==> config.mk <==
export PLATFORM = sky130hd
export DESIGN_NAME = word_unstacker
export DESIGN_NICKNAME = d
export VERILOG_FILES = /design/src/rtl/word_unstacker.sv
export SDC_FILE = /design/constraint.sdc
export NUM_CORES = 1
export LEC_CHECK = 0
export BUFFER_PORTS_ARGS = -buffer_cell sky130_fd_sc_hd__buf_2
export CAP_MARGIN = 5
export CORE_ASPECT_RATIO = 1.4
export CORE_UTILIZATION = 50
export CTS_BUF_LIST = sky130_fd_sc_hd__clkbuf_4
export CTS_CLUSTER_DIAMETER = 80
export CTS_CLUSTER_SIZE = 12
export DETAILED_ROUTE_END_ITERATION = 8
export PLACE_DENSITY = 0.79
export SYNTH_ARGS = -nofsm -noshare
export SYNTH_HDL_FRONTEND = slang
export SYNTH_SLANG_ARGS = --single-unit
export TNS_END_PERCENT = 30
==> constraint.sdc <==
create_clock -name clk_i -period 4.6 [get_ports clk_i]
set_input_delay 1.15 -clock clk_i [delete_from_list [all_inputs] [get_ports clk_i]]
set_output_delay 1.15 -clock clk_i [all_outputs]
set_load 0.01 [all_outputs]
==> src/rtl/word_unstacker.sv <==
// word_unstacker: splits each IN_W-bit input word into N = IN_W/OUT_W slices of OUT_W bits.
// Define WORD_UNSTACKER_PREFETCH_EN for a two-entry buffer that streams slices across word boundaries.
module word_unstacker #(
   parameter int IN_W  = 128,
   parameter int OUT_W = 32
) (
   input  logic             clk_i,
   input  logic             rst_i,
   input  logic             clr_i,
   input  logic             enable_i,
   input  logic             in_valid_i,
   output logic             in_ready_o,
   input  logic [IN_W-1:0]  in_data_i,
   input  logic             msb_first_i,
   output logic             out_valid_o,
   input  logic             out_ready_i,
   output logic [OUT_W-1:0] out_data_o,
   output logic             out_last_o,
   output logic             busy_o
);

   localparam int N  = IN_W / OUT_W;
   localparam int CW = (N > 1) ? $clog2(N) : 1;
   localparam logic [CW-1:0] LAST_CNT = CW'(N - 1);

   if (((IN_W % OUT_W) != 0) || (N < 2)) begin : g_bad_params
      $error("word_unstacker: IN_W must be an integer multiple (>= 2) of OUT_W");
   end

   typedef struct packed {
      logic [IN_W-1:0] data;
      logic            msb_first;
      logic [CW-1:0]   cnt;
   } entry_t;

   entry_t                  head_q;
   logic                    head_valid_q;
   logic                    alive_q;
   entry_t                  new_entry;
   logic                    in_fire;
   logic                    out_fire;
   logic                    head_at_last;
   logic                    head_done;
   logic [CW-1:0]           slice_idx;
   logic [N-1:0][OUT_W-1:0] slices;

   assign new_entry    = '{data: in_data_i, msb_first: msb_first_i, cnt: '0};
   assign out_valid_o  = enable_i & head_valid_q;
   assign out_fire     = out_valid_o & out_ready_i;
   assign in_fire      = in_valid_i & in_ready_o;
   assign head_at_last = (head_q.cnt == LAST_CNT);
   assign head_done    = out_fire & head_at_last;

   // Slice k of an msb-first word is the (N-1-k)th OUT_W chunk counted from bit 0.
   assign slices      = head_q.data;
   assign slice_idx   = head_q.msb_first ? (LAST_CNT - head_q.cnt) : head_q.cnt;
   assign out_data_o  = out_valid_o ? slices[slice_idx] : '0;
   assign out_last_o  = out_valid_o & head_at_last;
   assign busy_o      = head_valid_q;

`ifdef WORD_UNSTACKER_PREFETCH_EN
   entry_t tail_q;
   logic   tail_valid_q;

   assign in_ready_o = enable_i & alive_q & ~(head_valid_q & tail_valid_q);

   always_ff @(posedge clk_i or posedge rst_i) begin
      if (rst_i) begin
         head_q       <= '0;
         head_valid_q <= 1'b0;
         tail_q       <= '0;
         tail_valid_q <= 1'b0;
         alive_q      <= 1'b0;
      end else begin
         alive_q <= 1'b1;
         if (clr_i) begin
            head_q       <= '0;
            head_valid_q <= 1'b0;
            tail_q       <= '0;
            tail_valid_q <= 1'b0;
         end else if (head_done) begin
            // The finished word leaves; the queued word, or one arriving now, takes its place.
            if (tail_valid_q) begin
               head_q       <= tail_q;
               tail_q       <= in_fire ? new_entry : '0;
               tail_valid_q <= in_fire;
            end else begin
               head_q       <= in_fire ? new_entry : '0;
               head_valid_q <= in_fire;
            end
         end else begin
            if (out_fire) begin
               head_q.cnt <= head_q.cnt + 1'b1;
            end
            if (in_fire) begin
               if (head_valid_q) begin
                  tail_q       <= new_entry;
                  tail_valid_q <= 1'b1;
               end else begin
                  head_q       <= new_entry;
                  head_valid_q <= 1'b1;
               end
            end
         end
      end
   end
`else
   assign in_ready_o = enable_i & alive_q & ~head_valid_q;

   always_ff @(posedge clk_i or posedge rst_i) begin
      if (rst_i) begin
         head_q       <= '0;
         head_valid_q <= 1'b0;
         alive_q      <= 1'b0;
      end else begin
         alive_q <= 1'b1;
         if (clr_i) begin
            head_q       <= '0;
            head_valid_q <= 1'b0;
         end else if (head_done) begin
            head_q       <= '0;
            head_valid_q <= 1'b0;
         end else if (out_fire) begin
            head_q.cnt <= head_q.cnt + 1'b1;
         end else if (in_fire) begin
            head_q       <= new_entry;
            head_valid_q <= 1'b1;
         end
      end
   end
`endif

endmodule

* Yosys cells after proc, flatten, opt, wreduce, memory -nomap -nowiden
Cells that the tools add are included.
** Operators by class
- $add $sub $neg :: 2
- Multipliers :: 0
- Divide/modulo/power cells :: 0
- $lt $le $gt $ge :: 1
- Equality and inequality tests :: 2
- Shift-type cells :: 0
- Muxes and demuxes :: 13
- Bitwise logic cells :: 8
- Reduce and logical (&&, ||, !) cells :: 3
** Operators with widths (number)
- 131-bit two-way mux :: 3
- 129-bit two-way mux :: 1
- 32-bit binary-select mux with 2-bit select :: 1
- 32-bit two-way mux :: 2
- 1-bit bitwise AND :: 7
- 1-bit two-way mux :: 4
- 2-bit two-way mux :: 2
- 4-bit nonzero test :: 1
- 2-bit by 3-bit < comparator with 1-bit output, second input constant :: 1
- 3-bit by 2-bit inequality test with 1-bit output, second input constant :: 1
- 3-bit nonzero test :: 1
- 2-bit by 1-bit adder with 2-bit output, second input constant :: 1
- 2-bit == test, second input constant :: 1
- 2-bit AND reduction :: 1
- 2-bit subtractor, first input constant :: 1
- 1-bit inverter :: 1
** Word-level totals
- Register bits after elaboration :: 133
- Latch bits :: 0
- Memory bits (writable) :: 0
- ROM bits :: 0
- Input bits :: 135
- Output and inout bits :: 36
- Word-level logic and storage cells :: 34
- Memories :: 0

* Longest topological paths before layout
Gate-level depths: netlist of the first run.
- Word-level depth :: 7
- Depth in mapped cells :: 6
- Mapped depth without buffers :: 4

* Least setup slack after synthesis of the first run
No wires, ideal clock.
- Kind :: input to output
- Start :: input enable_i
- End :: output out_data_o[10]
- Arrival :: 2.081 ns
- Required time :: 3.450 ns
- Path slack :: 1.369 ns
- Cell stages on the path :: 5
- Buffers on the path :: 2
- Cell sequence :: and2_1 -> clkbuf_1 -> nand2_1 -> buf_1 -> o221ai_1
** On the way
- Word-level cells in the longest chain between the ends :: 2
** RTL lines
- from (decl) :: RTL line 10 : input logic enable_i,
- 1-bit bitwise AND :: RTL line 48 : assign out_valid_o = enable_i & head_valid_q;
- 32-bit two-way mux :: RTL line 57 : assign out_data_o = out_valid_o ? slices[slice_idx] : '0;
- to (decl) :: RTL line 17 : output logic [OUT_W-1:0] out_data_o,
No other way between the ends.

* Final worst setup path of the first run
- Start :: input enable_i
- End :: output out_data_o[1]
The elaborated chain is that of the path after synthesis.

==> run summary, run 1 <==
The final RePlAce weighted congestion came out at 0.818. The clock period minus final worst setup slack came out at 3920 ps. Grouping stages by cell kind, the critical path spends the most delay in buffers and inverters. The worst hold path begins at slices[122]. The initial antenna violation count came out at 1. In this run the cell area of the synthesized design comes to 6920 µm².

The number of clock buffers added by TritonCTS is 17. Summed over all failing endpoints, the final setup total negative slack is 0 ps. The total die area is between 10000 and 15000 µm².

The setup slack of the most critical reg-to-reg path came out at 2470 ps. The die is between 100 and 150 µm tall. The clock-pin slew reported for the worst setup and hold paths after clock tree synthesis is 110 ps. For this run, design rule violations remaining after detail routing come to 0. The final max-slew violation count is 0. For the pin with the worst max-slew slack, the measured transition is 1070 ps.

The switching component of the power is 0.000636 W. The cell sitting at the root of the clock tree is a sky130_fd_sc_hd__clkbuf_4. For this design the ratio of total power to cell area is 275 nW/µm².

The count of unique library cells instantiated by Yosys came out at 30. The async set-reset flop share out of synthesis is 1.00. The combined global-route utilization of all metal layers is 0.251. The library cell with the largest summed area after synthesis is sky130_fd_sc_hd__dfrtp_1. Setup violations remaining at the end of the flow were counted as 0. The longest individual stage delay on the worst path came out at roughly 390 ps. Measured against its own limit, the worst slew margin works out to 0.288. Setup repair after global routing left no endpoint under its margin. The layout-stage area growth over the synthesis result came out at 16.7%. Yosys attributes the largest share of cell area to sky130_fd_sc_hd__dfrtp_1, sky130_fd_sc_hd__nand2b_1, sky130_fd_sc_hd__nand3_1, sky130_fd_sc_hd__o21ai_1, sky130_fd_sc_hd__mux2i_1. The number of antenna-violating nets in the routed design is 0. The HPWL after detailed placement is 11200 µm. IR analysis of the VDD net gives a maximum drop of around 160 µV. In this run the worst hold path is classified as register to register.

In this run the static leakage power is 3.53 nW. The final cycle utilization of the critical path is 0.853. The post-cts gate resize count came out at 0. The mean instance size in the synthesized netlist came out at 9.23 µm². The synthesis warning total came out at 0. The cell count after synthesis came out at 750. The pin count of the biggest net entering global routing is 262.

roughly 170 I/O pins were placed. The placement row count is 50. The placeable core area is 13500 µm². The later pin in the worst-skew pair is clocked with a latency of 530 ps. The share of total power dissipated in the clock network is 0.327.

Data on the critical path is required at its endpoint by 3450 ps. The number of buffer and inverter stages on the critical path came out at 3. The detailed-route vias per instance is 5.42.

The run finished with clean final reports. The tightest hold path in the finished design has a slack of 512 ps. Max-cap violations in this run came to 0.

The sequential fraction of design power came out at 0.553. The share of synthesized area in the top cell type comes to 0.481. Of all nets on the critical path, the largest fanout is 34. The critical path goes through buf_2, and2_1, buf_4, o21ai_4, o221ai_1, buf_2. The most frequently used flop master after synthesis is sky130_fd_sc_hd__dfrtp_1. The fill cell instance count of the final layout is 1238. The layout net count came out at 1010. In the final layout, the share of cells above drive strength 1 is 0.246. The longest clock path from root to sink contains 2 buffers.

TritonCTS built the clock tree. The number of register bits inferred by synthesis is 133. The worst clock skew is approximately 19 ps. The proportion of total power due to net switching is 0.287. The final route contains 5795 vias. The total of hold buffers inserted after clock tree synthesis is 0. The highest clock rate came out at 255 MHz. The internal power of the cells totals approximately 0.0016 W. In this design, the critical path's most frequently occurring cell is sky130_fd_sc_hd__buf_2. The number of H-tree levels is 4.

The combinational group share of total power came out at 0.119. The net count of the mapped netlist is 886. The worst hold path cell count is 2.

The count of clock tree sinks came out at 133. The critical path in this run is classified as input port to primary output. The count of buffers added on input and output ports is 170.

The via count of the first global-routing pass is around 5.5k. The initial cell density of the core came out at 0.514. The overall die width is 101 µm. The final hold violation count is 0. The post-synthesis sequential area ratio is 0.481. The count of buffers added by post-CTS timing repair for setup is 0. STA classifies the critical path startpoint as an input port. The number of flops mapped to enable cells by yosys came out at 0.

STA classifies the critical path endpoint as a primary output. The design draws around 0.0022 W. The cell depth of the worst flop-to-flop path is 5.

For hold timing, the worst endpoint is slices[122]. On the critical path, the stage with the largest delay is an instance of sky130_fd_sc_hd__buf_4. The worst register-to-register path begins at head_q[0]. The first global-routing pass estimated 27400 µm of wire. The capturing point of the worst reg2reg path is slices[27]. The initial detailed-routing violation count came out at 308. Wires add up to 17500 µm. The average wire per standard cell came out at roughly 16 µm. The sum of overflow across all layers after global routing is 0. The first detailed-routing pass took 6 iterations.

Data on the critical path arrives at its endpoint at 2770 ps.
metrics by stage:
| step | utilization | instance area, µm² | setup WS [ps] | instances |
|---|---|---|---|---|
| after CTS | 0.600 | 8070 | 716 | 1069 |
| after global placement | 0.581 | 7820 | 824 | 1037 |
| after global routing | 0.600 | 8070 | 600 | 1070 |
| after floorplan | - | 6920 | 1370 | 750 |
| final | 0.600 | 8070 | 676 | 1070 |
| after detailed placement | 0.581 | 7820 | 719 | 1037 |
sequential cells by signal (all words and copies together) (netlist names):
name,flops
slices,128
head_q,3
alive_q,1
busy_o,1
routing by layer:
metal / global-route usage / vias up / wire length (µm) / share of wire
met4: 0.104 / 0 / 346 / 0.020
met2: 0.418 / 168 / 9030 / 0.52
met1: 0.312 / 2711 / 7510 / 0.43
met5: 0 / - / 0 / 0
met3: 0.0535 / 24 / 644 / 0.037
li1: - / 2892 / - / -
cell usage after synthesis (2+ instances only):
cell type	count
sky130_fd_sc_hd__a21oi_1	2
sky130_fd_sc_hd__and3_1	3
sky130_fd_sc_hd__buf_1	7
sky130_fd_sc_hd__buf_2	11
sky130_fd_sc_hd__buf_4	10
sky130_fd_sc_hd__buf_6	3
sky130_fd_sc_hd__clkbuf_1	46
sky130_fd_sc_hd__dfrtp_1	133
sky130_fd_sc_hd__inv_1	34
sky130_fd_sc_hd__mux2i_1	32
sky130_fd_sc_hd__nand2b_1	129
sky130_fd_sc_hd__nand3_1	132
sky130_fd_sc_hd__o211ai_1	32
sky130_fd_sc_hd__o21ai_0	39
sky130_fd_sc_hd__o21ai_1	91
sky130_fd_sc_hd__o221ai_1	32
tightest hold or removal path, stage by stage (launching register included):
cell	delay (ps)
sky130_fd_sc_hd__dfrtp_1	360
sky130_fd_sc_hd__nand3_1	60
sky130_fd_sc_hd__o21ai_0	60
cell usage in the layout, fill, tap and decap left out, types with 10 or more instances in the layout:
cell type / count
sky130_fd_sc_hd__buf_2: 169
sky130_fd_sc_hd__buf_4: 10
sky130_fd_sc_hd__clkbuf_4: 17
sky130_fd_sc_hd__dfrtp_1: 133
sky130_fd_sc_hd__inv_1: 33
sky130_fd_sc_hd__mux2i_1: 32
sky130_fd_sc_hd__nand2b_1: 129
sky130_fd_sc_hd__nand3_1: 132
sky130_fd_sc_hd__o211ai_1: 32
sky130_fd_sc_hd__o21ai_0: 39
sky130_fd_sc_hd__o21ai_1: 90
sky130_fd_sc_hd__o221ai_1: 32
kinds of logic after synthesis:
| family | Yosys count | share of synthesized area |
|---|---|---|
| simple gates | 272 | 0.223 |
| compound gates | 198 | 0.173 |
| flops | 133 | 0.481 |
| buf+inv | 111 | 0.0709 |
| mux | 32 | 0.0463 |
| xor+xnor | 2 | 0.00362 |
| fa+ha+maj | 1 | 0.00181 |
| other cells | 1 | 0.000542 |
power groups by stage:
stage | sequential (W) | combinational [W] | clock [W]
after global routing | 0.00123 | 0.000293 | 0.000798
after CTS | 0.00123 | 0.000267 | 0.000751
after global placement | 0.00125 | 0.000264 | 0
final | 0.00123 | 0.000265 | 0.000727
after floorplan | 0.00124 | 0.000167 | 0
after detailed placement | 0.00125 | 0.000266 | 0
layout make-up:
cell class,count,area [µm²],area share
inverters,34,131,0.0163
clock inverters,15,129,0.0160
repair buffers,182,981,0.121
diodes,1,2.50,0.000310
clock buffers,17,128,0.0158
flip-flops and latches,133,3330,0.412
well taps,182,228,0.0282
multi-input cells,506,3150,0.390
worst max path at each step:
stage              from              to  slack, ps  cells after the start
6_report       enable_i   out_data_o[1]        680                      6
5_1_grt        enable_i  out_data_o[21]        600                      6
4_1_cts        enable_i  out_data_o[21]        720                      6
3_5_place_dp   enable_i  out_data_o[21]        720                      6
3_3_place_gp   enable_i  out_data_o[22]        820                      6
2_1_floorplan  enable_i  out_data_o[10]       1370                      5
Power figures use the tool's default switching activity.
==> inputs of run 2 (changes only) <==
- CORE_UTILIZATION: 50 -> 25
- PLACE_DENSITY: 0.79 -> not set
==> run summary, run 2 (synthesized netlist as in run 1, its figures left out) <==
The number of H-tree levels is 4. The worst supply voltage drop on vdd came out at 116 µV. The max-capacitance violation count is 0.

After detailed routing, the met3 layer carries 660 µm of wire. The total power density per cell area came out at between 200 and 300 nW/µm². The run finished with clean final reports. The clock group share of total power came out at 0.361. The signal on the critical path passes through buf_2, and2_2, buf_4, o21ai_4, o221ai_1, buf_2. The longest individual stage delay on the worst path came out at 400 ps.

Timing analysis after detailed placement gives a worst setup slack of between 600 and 700 ps. The final RePlAce weighted congestion came out at 0.771. The end-of-flow core utilization came out at 0.311.

Relative to the synthesized area, the layout overhead comes to 21.3%. The final max-slew violation count is 0. The data required time of the critical path came out at 3450 ps. about 170 I/O pins were placed.

The register with the most flip-flops in the layout has ~130 of them. The placed cell area is 8090 µm². Static timing analysis puts the maximum clock frequency at 256 MHz. Routed signal wires occupy layers up through met4. The clock period minus final worst setup slack came out at between 3000 and 4000 ps. The worst setup path is of the input port to primary output kind. The total clock buffers created by CTS is 17. The wire length the detailed router placed on met1 is a little under 9000 µm. The analysis attributes to net switching a power of 0.000649 W. Setup repair after global routing left no endpoint under its margin. The total of hold buffers inserted after clock tree synthesis is 0. The number of gates resized after CTS was 0.

The placeable core area came out at about 27000 µm². The maximum fanout along the worst path is 34. Measured against its own limit, the worst slew margin works out to 0.292. The combinational group share of total power is 0.116. The share of layout cells above drive strength 1 came out at 0.250.

The sum of overflow across all layers after global routing is 0. In the layout the commonest cells are sky130_fd_sc_hd__buf_2, sky130_fd_sc_hd__dfrtp_1, sky130_fd_sc_hd__nand3_1. STA classifies the critical path endpoint as a primary output. The data arrival time of the critical path came out at 2760 ps.

The number of antenna-violating nets in the routed design came out at 0. The via count of the first global-routing pass is 5702. The initial antenna violation count came out at 2. The combined global-route utilization of all metal layers came out at 0.153.

TritonCTS built the clock tree. The slew at the pin closest to its max-slew limit is between 1000 and 1500 ps. The proportion of total power due to net switching came out at 0.276. The worst register-to-register path has a setup slack of ~2400 ps. The total negative slack for setup checks came out at 0 ps. The least setup slack across all paths after layout is 686 ps. In this run the static leakage power is 3.56 nW. After the last flow step, the layout net total stands at 1012.

The pin count of the biggest net entering global routing is 134. Leaving out fill and tap cells, the most frequent cell in the layout is sky130_fd_sc_hd__buf_2. The largest individual stage delay along the critical path comes from the cell sky130_fd_sc_hd__buf_4.

In the routed layout, each cell is associated on average with a via count of ~4.7. The count of clock tree sinks came out at 133. The number of DRC violations after detailed routing is 0.

The initial utilization of the core area, before any placement, comes to 0.256. The root buffer cell chosen for the clock tree is sky130_fd_sc_hd__clkbuf_4. The number of vias after detailed routing came out at ~5.9k. During placement, the flow inserted port buffers numbering 170. The average wire per standard cell came out at 16.6 µm. After detailed routing, the met2 layer carries 10900 µm of wire. The finished layout cell area is roughly 8400 µm². The number of endpoints failing setup at the final stage came out at 0. The count of buffers added by post-CTS timing repair for setup came out at 0. The worst setup path is launched from an input port. For this block, the routed nets add up to 20900 µm of wire. The path category of the worst min-delay check is register to register. The overall die height is 199 µm. The clock latency at the later pin of the worst-skew pair is 570 ps.

The die is 143 µm wide. The die covers 28400 µm². The final hold violation count is 0. The final cycle utilization of the critical path is 0.851. By instance count, the cell type seen most on the critical path is sky130_fd_sc_hd__buf_2. The worst clock skew is between 15 and 20 ps. The detailed-routing iteration count for the pre-antenna-repair pass came out at 6. Of the total power, registers draw 0.522.

The first global-routing pass estimated between 30000 and 40000 µm of wire. The first routing iteration left about 220 violations. The placement row count came out at 71. The cell internal power dissipation came out at 0.00170 W. After clock tree synthesis, the clock-pin slew on the worst setup and hold paths is 110 ps.

No sink is reached through more buffers than the 2 on the longest clock path. After layout, the design draws a total of ~0.0024 W. The HPWL after detailed placement is about 14000 µm.
[run 2: path summary, 6_finish.rpt]
| path | startpoint | end | cells past startpoint |
|---|---|---|---|
| worst min register to register | slices[121] | slices[121] | 2 |
| worst max-delay path | enable_i | out_data_o[19] | 6 |
| worst min-delay path | slices[121] | slices[121] | 2 |
| max in group asynchronous | rst_i | slices[15] | 3 |
| worst max register to register | busy_o | slices[3] | 4 |
| min in group asynchronous | rst_i | slices[73] | 3 |
[run 2: power by group through the flow]
stage / logic, W / registers (W) / clock network, W
floorplan: 0.000167 / 0.00124 / 0
global placement: 0.000279 / 0.00125 / 0
detailed placement: 0.000281 / 0.00125 / 0
CTS: 0.000281 / 0.00123 / 0.000898
global route: 0.000308 / 0.00123 / 0.000938
finish: 0.000274 / 0.00123 / 0.000849
[run 2: metrics by stage]
stage / hold slack, ps / instances
after floorplan: 469 / 750
after global placement: 482 / 1222
after detailed placement: 492 / 1222
after CTS: 520 / 1254
after global routing: 543 / 1255
final: 512 / 1256
[run 2: worst max-delay path: cells and delay by family]
kind,cells,cell delay (ps)
compound gates,2,710
buf+inv,3,720
simple gates,1,170
[run 2: cell type report]
cell class                      instances  area (µm²)
Fill cell                            2936       18600
Sequential cell                       133        3330
Tap cell                              365         457
Multi-Input combinational cell        506        3150
Antenna cell                            2        5.00
Clock buffer                           19         143
Clock inverter                         13         159
Timing Repair Buffer                  184        1020
Inverter                               34         131
[run 2: layer usage]
layer  vias to the layer above  GRT usage
li1                       2896          -
met1                      2874      0.184
met2                       130      0.267
met3                        25     0.0286
met4                         0     0.0577
met5                         -          0
